<file path="src/rtl/kamacore_wb_arbiter_pkg.sv">
// rtl/kamacore_wb_arbiter_pkg.sv - shared widths and writeback request type for the wb arbiter
package kamacore_wb_arbiter_pkg;

  localparam int CPU_WIDTH      = 32;
  localparam int REG_ADDR_WIDTH = 5;

  typedef struct packed {
    logic                      valid;
    logic [REG_ADDR_WIDTH-1:0] rd_a;
    logic [CPU_WIDTH-1:0]      data;
  } wb_req_t;

endpackage

</file>
<file path="src/rtl/kamacore_wb_fifo.sv">
// rtl/kamacore_wb_fifo.sv - multi-cycle result FIFO with per-entry destination invalidate
module kamacore_wb_fifo
  import kamacore_wb_arbiter_pkg::*;
#(
  parameter int DEPTH = 2,
  parameter int PW    = $clog2(DEPTH) + 1
) (
  input  logic                      clk,
  input  logic                      rst,
  input  logic                      push,
  input  wb_req_t                   push_data,
  input  logic                      pop,
  input  logic                      inv_en,
  input  logic [REG_ADDR_WIDTH-1:0] inv_a,
  output wb_req_t                   head,
  output logic                      full,
  output logic                      empty,
  output logic [PW-1:0]             count
);

  localparam int AW = PW - 1;

  logic [PW-1:0] r_wptr;
  logic [PW-1:0] r_rptr;
  wb_req_t       r_mem [DEPTH];

  assign full  = (r_wptr[AW] != r_rptr[AW]) && (r_wptr[AW-1:0] == r_rptr[AW-1:0]);
  assign empty = (r_wptr == r_rptr);
  assign count = r_wptr - r_rptr;
  assign head  = r_mem[r_rptr[AW-1:0]];

  always_ff @(posedge clk) begin
    if (!rst) begin
      r_wptr <= '0;
      r_rptr <= '0;
      for (int i = 0; i < DEPTH; i++) begin
        r_mem[i].valid <= 1'b0;
      end
    end else begin
      // A younger pipeline write to the same register makes these results dead.
      for (int i = 0; i < DEPTH; i++) begin
        if (inv_en && r_mem[i].valid && (r_mem[i].rd_a == inv_a)) begin
          r_mem[i].valid <= 1'b0;
        end
      end
      if (push) begin
        r_mem[r_wptr[AW-1:0]] <= push_data;
        r_wptr                <= r_wptr + 1'b1;
      end
      if (pop) begin
        r_rptr <= r_rptr + 1'b1;
      end
    end
  end

endmodule

</file>
<file path="src/rtl/kamacore_wb_arbiter.sv">
// rtl/kamacore_wb_arbiter.sv - shares the regfile write port between pipeline writeback and buffered multi-cycle results
module kamacore_wb_arbiter
  import kamacore_wb_arbiter_pkg::*;
#(
  parameter int BUF_DEPTH    = 2,
  parameter int STARVE_LIMIT = 4
) (
  input  logic                      clk,
  input  logic                      rst,
  input  logic                      pipe_we,
  input  logic [REG_ADDR_WIDTH-1:0] pipe_rd_a,
  input  logic [CPU_WIDTH-1:0]      pipe_rd_data,
  input  logic                      mc_valid,
  output logic                      mc_ready,
  input  logic [REG_ADDR_WIDTH-1:0] mc_rd_a,
  input  logic [CPU_WIDTH-1:0]      mc_data,
  output logic                      pipe_stall,
  output logic                      rf_we,
  output logic [REG_ADDR_WIDTH-1:0] rf_a,
  output logic [CPU_WIDTH-1:0]      rf_data
);

  localparam int PW = $clog2(BUF_DEPTH) + 1;
  localparam int SW = $clog2(STARVE_LIMIT + 1);

  logic          r_stall;
  logic [SW-1:0] r_starve;

  logic          w_live;
  logic          w_push;
  logic          w_pop;
  logic          w_drain;
  logic          w_full;
  logic          w_empty;
  logic [PW-1:0] w_count;
  logic [PW-1:0] w_count_next;
  logic [SW-1:0] w_starve_next;
  logic          w_stall_next;
  wb_req_t       w_head;
  wb_req_t       w_push_req;
  wb_req_t       w_out;

  assign w_live = pipe_we && (pipe_rd_a != '0) && !r_stall;

  assign mc_ready = rst && !w_full;

  // Results for x0, or already overwritten by the younger pipeline write, are dropped.
  assign w_push  = mc_valid && mc_ready && (mc_rd_a != '0) &&
                   !(w_live && (mc_rd_a == pipe_rd_a));
  assign w_pop   = rst && !w_live && !w_empty;
  assign w_drain = w_pop && w_head.valid;

  assign w_push_req = '{valid: 1'b1, rd_a: mc_rd_a, data: mc_data};

  kamacore_wb_fifo #(
    .DEPTH (BUF_DEPTH),
    .PW    (PW)
  ) u_fifo (
    .clk       (clk),
    .rst       (rst),
    .push      (w_push),
    .push_data (w_push_req),
    .pop       (w_pop),
    .inv_en    (w_live),
    .inv_a     (pipe_rd_a),
    .head      (w_head),
    .full      (w_full),
    .empty     (w_empty),
    .count     (w_count)
  );

  always_comb begin
    w_out = '0;
    if (rst) begin
      if (w_live) begin
        w_out = '{valid: 1'b1, rd_a: pipe_rd_a, data: pipe_rd_data};
      end else if (w_drain) begin
        w_out = w_head;
      end
    end
  end

  assign rf_we   = w_out.valid;
  assign rf_a    = w_out.rd_a;
  assign rf_data = w_out.data;

  assign w_count_next = w_count + PW'(w_push) - PW'(w_pop);

  always_comb begin
    w_starve_next = r_starve;
    if (w_drain || (w_count_next == '0)) begin
      w_starve_next = '0;
    end else if (w_live && !w_empty && w_head.valid && (r_starve != SW'(STARVE_LIMIT))) begin
      w_starve_next = r_starve + 1'b1;
    end
  end

  // A stall forces the head to drain next cycle, which in turn clears the starvation count.
  assign w_stall_next = (w_count_next != '0) &&
                        ((w_starve_next == SW'(STARVE_LIMIT)) || (w_count_next == PW'(BUF_DEPTH)));

  always_ff @(posedge clk) begin
    if (!rst) begin
      r_stall  <= 1'b0;
      r_starve <= '0;
    end else begin
      r_stall  <= w_stall_next;
      r_starve <= w_starve_next;
    end
  end

  assign pipe_stall = r_stall;

endmodule

</file>
<file path="config.mk">
export PLATFORM = sky130hd
export DESIGN_NAME = kamacore_wb_arbiter
export DESIGN_NICKNAME = d
export VERILOG_FILES = /design/src/rtl/kamacore_wb_arbiter_pkg.sv /design/src/rtl/kamacore_wb_fifo.sv /design/src/rtl/kamacore_wb_arbiter.sv
export SDC_FILE = /design/constraint.sdc
export NUM_CORES = 1
export LEC_CHECK = 0
export ABC_AREA = 0
export ABC_CLOCK_PERIOD_IN_PS = 4200
export BUFFER_PORTS_ARGS = -buffer_cell sky130_fd_sc_hd__buf_4
export CAP_MARGIN = 15
export CORE_MARGIN = 2
export CORE_UTILIZATION = 40
export DETAILED_ROUTE_END_ITERATION = 8
export PLACE_DENSITY = 0.68
export SLEW_MARGIN = 15
export SYNTH_ARGS = -nofsm -noshare
export SYNTH_HDL_FRONTEND = slang
export SYNTH_SLANG_ARGS = --single-unit
export TNS_END_PERCENT = 20
</file>
<file path="constraint.sdc">
create_clock -name clk -period 4.2 [get_ports clk]
set_clock_uncertainty 0.05 [all_clocks]
set_input_delay 0.84 -clock clk [delete_from_list [all_inputs] [get_ports clk]]
set_output_delay 0.84 -clock clk [all_outputs]
set_load 0.02 [all_outputs]
</file>
* Word level (Yosys, flattened, before mapping) *
Memories as Yosys holds them, arrays and structs flattened. A register that Yosys moved wholly into a read port is not among the register bits.
Index checks and enable logic that the tools add are counted.

cells by class
  reductions and logical operators = 30
  bitwise operators = 2
  equal/unequal tests = 9
  add/sub/neg operators = 6
  mux-type cells = 19

operators with widths
  cell                                          count
  2-to-1 mux 38 bit                             3
  logical AND 1 bit                             19
  equality test 5 bit                           3
  2-to-1 mux 1 bit                              14
  nonzero test 5 bit                            2
  2-to-1 mux 3 bit                              2
  zero test 1 bit                               5
  adder 2 x 1 -> 2 bit, second input constant   2
  adder 3 x 1 -> 3 bit, second input constant   1
  equality test 3 bit, second input constant    1
  inequality test 3 bit, second input constant  1
  adder 2 x 1 -> 2 bit                          1
  equality test 2 bit                           1
  equality test 2 bit, second input constant    1
  zero test 2 bit                               1
  logical OR 1 bit                              2
  bitwise OR 1 bit                              2
  nonzero test 2 bit                            1
  subtractor 2 x 1 -> 2 bit                     1
  subtractor 2 bit                              1
  equality test 1 bit                           1
  inequality test 1 bit                         1

storage, ports and cells
  output and inout port bits = 40
  memory bits (writable) = 76
  memories kept = 1
  bits in registers = 8
  logic and storage cells = 71

memories
  name          words  width  read ports  clocked after Yosys merged registers in  write ports  line                    source
  u_fifo.r_mem  2      38     3           1                                        3            kamacore_wb_fifo.sv:25  wb_req_t r_mem [DEPTH];

* Longest topological paths before layout *
Gate-level depths: netlist (run 1).

  depth in word-level cells = 15
  depth in mapped cells = 13
  gate-level depth less buffers = 13

* Hierarchy *
From an unflattened synthesis (run 1), not the netlist that was laid out.

second synthesis, totals
  cells, all modules = 262
  area, all modules = 3957.5 um^2

modules (own cells, without submodules)
  module               area an instance (um^2)  cells each  times used
  kamacore_wb_fifo     3143.0                   168         1
  kamacore_wb_arbiter  814.5                    94          1

* Worst setup path before layout (run 1) *
OpenSTA, ideal clock, no wires.

  path kind = input to register
  start point = in pipe_rd_a[0]
  end point = mem u_fifo.r_mem[1][0] in the netlist's numbering (enable)
  path buffers = 0
  data arrival time = 3868 ps
  required time = 3691 ps
  setup slack = -177 ps
  stages = 4
  cell sequence = or4_4 o21a_4 nand4_1 nor4b_2

RTL lines
  item                line                       source
  start: declaration  kamacore_wb_arbiter.sv:11  input logic [REG_ADDR_WIDTH-1:0] pipe_rd_a,
  end: declaration    kamacore_wb_fifo.sv:25

* Final worst setup path (run 1) *
  start point = in pipe_rd_a[0]
  end point = out rf_data[2]

on the way
  word-level cells in the longest chain between the ends = 10

ends and longest elaborated chain
  item                               line                       source
  nonzero test 5 bit *               kamacore_wb_arbiter.sv:43  assign w_live = pipe_we && (pipe_rd_a != '0) && !r_stall;
  logical AND 1 bit * (2 in series)  kamacore_wb_arbiter.sv:43
  zero test 1 bit                    kamacore_wb_arbiter.sv:50  assign w_pop = rst && !w_live && !w_empty;
  logical AND 1 bit (2 in series)    kamacore_wb_arbiter.sv:50
  logical AND 1 bit                  kamacore_wb_arbiter.sv:51  assign w_drain = w_pop && w_head.valid;
  2-to-1 mux 38 bit                  kamacore_wb_arbiter.sv:77  end else if (w_drain) begin
  2-to-1 mux 38 bit *                kamacore_wb_arbiter.sv:75  if (w_live) begin
  2-to-1 mux 38 bit *                kamacore_wb_arbiter.sv:74  if (rst) begin
  end: declaration                   kamacore_wb_arbiter.sv:20  output logic [CPU_WIDTH-1:0] rf_data

Mark *: on every way between the ends. The rest lies on a longest branch, timed or not.

==> results_dict.tcl, run 1 <==
set metrics [dict create \
    outcome "complete, no violations" \
    wl_met3_um 593 \
    synth_cells 335 \
    ctsResizeCount 0 \
    vias 2900 \
    syn_area_mm2 0.00411 \
    vias_per_cell 4.92 \
    min_period_ns 3.70 \
    post-route-drc-count 0 \
    worstHoldStart "u_fifo.r_wptr[1]$_SDFFE_PN0N_" \
    hold_end "u_fifo.r_wptr[1]$_SDFFE_PN0N_" \
    gp_congestion 0.812 \
    crit_chain "buf_4 > or4_4 > o21a_4 > a211o_4 > o21ai_0 > and2_1 > buf_4" \
    final_common_cell "buf_4" \
    tightest_slew_ns 0.669 \
    fill_cells 839 \
    vdd_drop_max_mv 0.181 \
    io_buffers 117 \
    final_antenna_net_count 0 \
    numCtsBuffers 9 \
    routed.top_layer "met4" \
    worst_ep_required_time_ns 3.31 \
    cts-hold-fix-buffers 0 \
    ys_ff_latch 85 \
    area_growth_pct 29.8 \
    place_hpwl_um 6040 \
    ys_seq_area_share_pct 59.5 \
    final_cell_count_no_fill 590 \
    yosys_warnings 0 \
    dieArea_mm2 0.0111 \
    htree_levels 3 \
    hold_slack_ns 0.448 \
    cellLeakagePower_nw 2.06 \
    finalSetupViolCount 0 \
    wl_um 8950 \
    dp.cells 574 \
    synth_cell_type_count 37 \
    cts_tree "done" \
    nets 535 \
    path_common_cell "buf_4" \
    rsz0062_at_grt "no" \
    row_count 36 \
    syn_area_per_cell_um2 12.3 \
    drt-met1-wl_um 3970 \
    post-cts-setup-buffers 0 \
    cp_num_buf_inv 2 \
    cts-root-buf "clkbuf_8" \
    drt_iter0_drc 119 \
    grt_pass1_vias 3005 \
    setup_tns_ns 0 \
    grt_max_degree 49 \
    clk_pin_slew_ns 0.08 \
    coreArea_mm2 0.00986 \
    critPathMaxFanout 36 \
    slew_violations 0 \
    r2r_start "u_fifo.r_wptr[1]$_SDFFE_PN0N_" \
    period_share_pct 88.2 \
    max_freq_mhz 270 \
    synth_edf_count 74 \
    grtUsageTotal_pct 16.4 \
    layout_common_cells "buf_4 (122), edfxtp_1 (74), nand2_1 (42), mux2i_1 (40), and2_1 (38)" \
    grt_first_pass_wirelength_um 14400 \
    max_cap_violations 0 \
    n_antenna_cell 0 \
    layout-drive-gt1-share_pct 31.9 \
    path_depth 7 \
    fin_util_pct 54.0 \
    synthFlopType "edfxtp_1" \
    hold_viol 0 \
    overflow 0 \
    antenna_found_initial 0 \
    cts.path.max_buffers 2 \
    slowest_delay_ns 0.54 \
    synth_area_leaders "edfxtp_1 (54%), mux2i_1 (9.8%), and2_1 (5.9%)" \
    setup.worst_path.start_class "input pin" \
    crit_start "pipe_rd_a[0]" \
    hold_depth 2 \
    path_class "input pin to primary output" \
    critical-path-slowest-cell "or4_4" \
    max_slew_margin_pct 55.1 \
    die_h_um 105 \
    die_w_um 105 \
    end_kind "primary output" \
    worstRegToRegCells 12 \
    r2r_setup_slack_ns 1.20 \
    r2r_end "pipe_stall$_SDFF_PN0_" \
    synth_top_area_share_pct 54.1 \
    cp.arrival_ns 2.81 \
    yosysTopAreaCell "edfxtp_1" \
    start_util_pct 41.6 \
    power.density_mw_per_mm2 462 \
    hold_class "flop to flop" \
    ios 118 \
    drtPass1Iterations 4 \
    synthArstFlopShare_pct 0 \
    crit_family "compound AO/OA/AOI/OAI gates" \
    wl_met2_um 4300 \
    clk-insertion-delay-late_ns 0.34 \
    wl_per_cell_um 15.2 \
    cts.sinks 85 \
    syn-num-nets 418 \
]
==> where the power goes <==
group	leakage (nW)	switching [mW]	internal, mW
clock	0.0952	0.302	0.278
combinational	1.20	0.439	0.368
sequential	0.768	0.0633	1.01
total	2.06	0.804	1.66
==> flip-flops by register name, summed over array words and instances (netlist names), named ones only <==
signal and cells:
u_fifo.r_wptr 2, u_fifo.r_rptr 2, u_fifo.r_mem 76, pipe_stall 1
r_starve 3
==> final cells by class <==
cell class                 count  area [um^2]  area share [%]
clock inverter                 7         73.8            1.39
multi-input combinational    226         1560            29.2
inverter                       7         26.3           0.493
timing repair buffer         123          936            17.6
tap                          133          166            3.12
sequential                    85         2440            45.9
clock buffer                   9          124            2.33
==> kinds of logic (layout without fill, tap and decap cells) <==
family / Yosys count / after routing / synth area share, %
and+or+nand+nor: 107 / 107 / 13.9
adders and majority gates: 5 / 5 / 1.71
xor gates and xnor gates: 22 / 22 / 4.69
muxes: 40 / 40 / 9.75
DFF: 85 / 85 / 59.5
buffers and inverters: 24 / 146 / 2.80
AOI/OAI and AO/OA: 52 / 52 / 7.68
==> worst register-to-register path, cell delays in order, from the launching register on <==
cell and delay (ns):
dfxtp_1 0.34, xnor2_1 0.56, a21oi_1 0.21, nand2_1 0.13, inv_1 0.06, fa_1 0.48, inv_1 0.05, ha_1 0.20
xor2_1 0.15, xnor2_1 0.12, o21ai_0 0.23, nand2b_1 0.21, o22ai_1 0.11
==> synthesized netlist by cell type (3+ instances only) <==
master    count
o21ai_0       8
xnor2_1      12
clkbuf_1     11
dfxtp_1      11
nand2_1      42
inv_1         7
ha_1          4
nand4_1       3
buf_6         3
a32o_1        3
nor2b_1       4
mux2i_1      40
nor3_1        4
o21ai_1      30
xor2_1       10
and2_1       39
edfxtp_1     74
nor2_1        4
==> how the worst max path moves through the flow <==
| stage | endpoint | slack, ns |
|---|---|---|
| after detailed placement | pipe_stall$_SDFF_PN0_ | 0.39 |
| after global routing | rf_data[7] | 0.41 |
| after global placement | rf_a[0] | 0.53 |
| after CTS | rf_data[2] | 0.49 |
| after floorplan | u_fifo.r_mem[1][0]$_DFFE_PP_ | 0.74 |
| final | rf_data[2] | 0.50 |
==> per-stage QoR <==
stage	area, um^2	power, mW	setup WS, ns
6_report	5330	2.46	0.496
5_1_grt	5330	2.60	0.409
4_1_cts	5330	2.48	0.493
3_5_place_dp	5130	1.91	0.387
3_3_place_gp	5130	1.89	0.525
2_1_floorplan	4110	1.63	0.738
==> routing by layer <==
metal	track usage (%)	vias up
met5	0	-
met4	5.43	0
met3	4.51	7
met2	26.8	91
met1	21.1	1376
li1	-	1426
Power figures use the tool's default switching activity.
==> run 2, diff against run 1 <==
==> constraint.sdc (replaced) <==
create_clock -name clk -period 4.2 [get_ports clk]
set_clock_uncertainty 0.05 [all_clocks]
set_input_delay 0.21 -clock clk [delete_from_list [all_inputs] [get_ports clk]]
set_output_delay 0.21 -clock clk [all_outputs]
set_load 0.02 [all_outputs]
==> run 2 against run 1 <==
  * Setup slack improved by 0.34 ns
  * Wire length rose by 3.0%
  * Critical path depth grew 6
  * Largest cell class unchanged
  * Largest power group unchanged
  * Highest routed layer unchanged
==> results_dict.tcl, run 2 (same netlist as run 1, synthesis figures left out) <==
set metrics [dict create \
    outcome "complete, no violations" \
    dieArea_mm2 0.0111 \
    cts-hold-fix-buffers 32 \
    place_hpwl_um 6010 \
    crit_chain "nor2b_1 > o21a_4 > a21oi_1 > nand2_1 > inv_1 > fa_1 > inv_1 > ha_1 > xor2_1 > xnor2_1 > o21ai_0 > nand2b_1 > o22ai_1" \
    max_slew_margin_pct 37.1 \
    vias 3038 \
    worstHoldStart "mc_rd_a[1]" \
    area_growth_pct 35.6 \
    wl_per_cell_um 14.9 \
    cts.sinks 85 \
    setup_tns_ns 0 \
    wl_um 9230 \
    rsz0062_at_grt "no" \
    critPathMaxFanout 42 \
    cts-root-buf "clkbuf_8" \
    gp_congestion 0.769 \
    final_antenna_net_count 0 \
    hold_viol 0 \
    n_antenna_cell 0 \
    hold_depth 1 \
    vias_per_cell 4.92 \
    cts_tree "done" \
    grt_max_degree 49 \
    grt_pass1_vias 3046 \
    fin_total_pwr_mw 2.36 \
    vdd_drop_max_mv 0.200 \
    die_h_um 105 \
    max_cap_violations 0 \
    max_freq_mhz 298 \
    cts.path.max_buffers 2 \
    r2r_setup_slack_ns 0.84 \
    cp_num_buf_inv 2 \
    finalSetupViolCount 0 \
    min_period_ns 3.36 \
    nets 563 \
    post-cts-setup-buffers 0 \
    clk-insertion-delay-late_ns 0.34 \
    row_count 36 \
    crit_family "compound AO/OA/AOI/OAI gates" \
    layout_common_cells "buf_4 (119), edfxtp_1 (74), nand2_1 (42), mux2i_1 (40), and2_1 (38)" \
    drtPass1Iterations 4 \
    worst_ep_required_time_ns 4.37 \
    post-route-drc-count 0 \
    power.density_mw_per_mm2 423 \
    worstRegToRegCells 13 \
    start_util_pct 41.6 \
    ios 118 \
    period_share_pct 80.0 \
    io_buffers 117 \
    slew_violations 0 \
    hold_class "input pin to flop" \
    r2r_end "pipe_stall$_SDFF_PN0_" \
    drt_iter0_drc 128 \
    overflow 0 \
    critical-path-slowest-cell "o21a_4" \
    clk_pin_slew_ns 0.08 \
    top_register "u_fifo.r_mem" \
    cp.arrival_ns 3.53 \
    r2r_start "pipe_stall$_SDFF_PN0_" \
    path_class "flop to flop" \
    setup.worst_path.start_class "flop" \
    hold_end "u_fifo.r_mem[0][33]$_DFFE_PP_" \
    layout-drive-gt1-share_pct 28.9 \
    htree_levels 3 \
    grt_first_pass_wirelength_um 14700 \
    path_common_cell "inv_1" \
    final_common_cell "buf_4" \
    end_kind "flop" \
    grtUsageTotal_pct 16.9 \
    antenna_found_initial 0 \
    ctsResizeCount 0 \
    largest_reg_flops 76 \
    slowest_delay_ns 0.54 \
    tightest_slew_ns 0.943 \
    numCtsBuffers 9 \
    coreArea_mm2 0.00986 \
    die_w_um 105 \
    reg_top3 "u_fifo.r_mem (76), r_starve (3)" \
    cellLeakagePower_nw 2.16 \
]
-- run 2: cell count changes in the layout (fill, tap and decap cells not counted) --
cell and change:
buf_12 -1, buf_4 -3, bufinv_16 -1, clkbuf_1 +1, clkinv_1 +1, clkinv_2 +2, clkinvlp_4 -1, dlygate4sd3_1 +32
inv_6 -1, inv_8 -1
-- run 2: worst max path at each step --
stage,start,to,slack (ns),cells past startpoint
after floorplan,pipe_rd_a[0],u_fifo.r_mem[1][0]$_DFFE_PP_,0.45,4
after global placement,pipe_rd_a[0],pipe_stall$_SDFF_PN0_,0.88,14
after detailed placement,pipe_rd_a[0],pipe_stall$_SDFF_PN0_,0.82,14
after CTS,pipe_stall$_SDFF_PN0_,pipe_stall$_SDFF_PN0_,0.78,13
after global routing,pipe_stall$_SDFF_PN0_,pipe_stall$_SDFF_PN0_,0.51,13
final,pipe_stall$_SDFF_PN0_,pipe_stall$_SDFF_PN0_,0.84,13
-- run 2: stage by stage --
stage          area [um^2]  hold slack [ns]  util [%]  setup slack, ns  instances
6_report              5570           0.0317      56.4            0.840        618
5_1_grt               5570           0.0152      56.4            0.513        618
4_1_cts               5570           0.0140      56.4            0.781        618
3_5_place_dp          5090            0.348      51.6            0.821        570
3_3_place_gp          5090            0.345      51.6            0.881        570
2_1_floorplan         4110            0.259         -            0.453        335
-- run 2: layout make-up --
cell class                 instances  area (um^2)
clock buffer                      10          128
inverter                           7         26.3
tap                              133          166
sequential                        85         2440
clock inverter                     6         30.0
fill                             829         4300
timing repair buffer             151         1210
multi-input combinational        226         1560
-- run 2: routing by layer --
layer	routed length, um	share of wire, %	track usage, %
met4	209	2.3	8.00
met3	393	4.3	2.66
met5	0	0	0
met2	4870	53	29.7
met1	3750	41	20.1
-- run 2: report_power, final --
group,internal [mW],switching [mW]
clock,0.208,0.266
combinational,0.370,0.463
sequential,1.01,0.0368
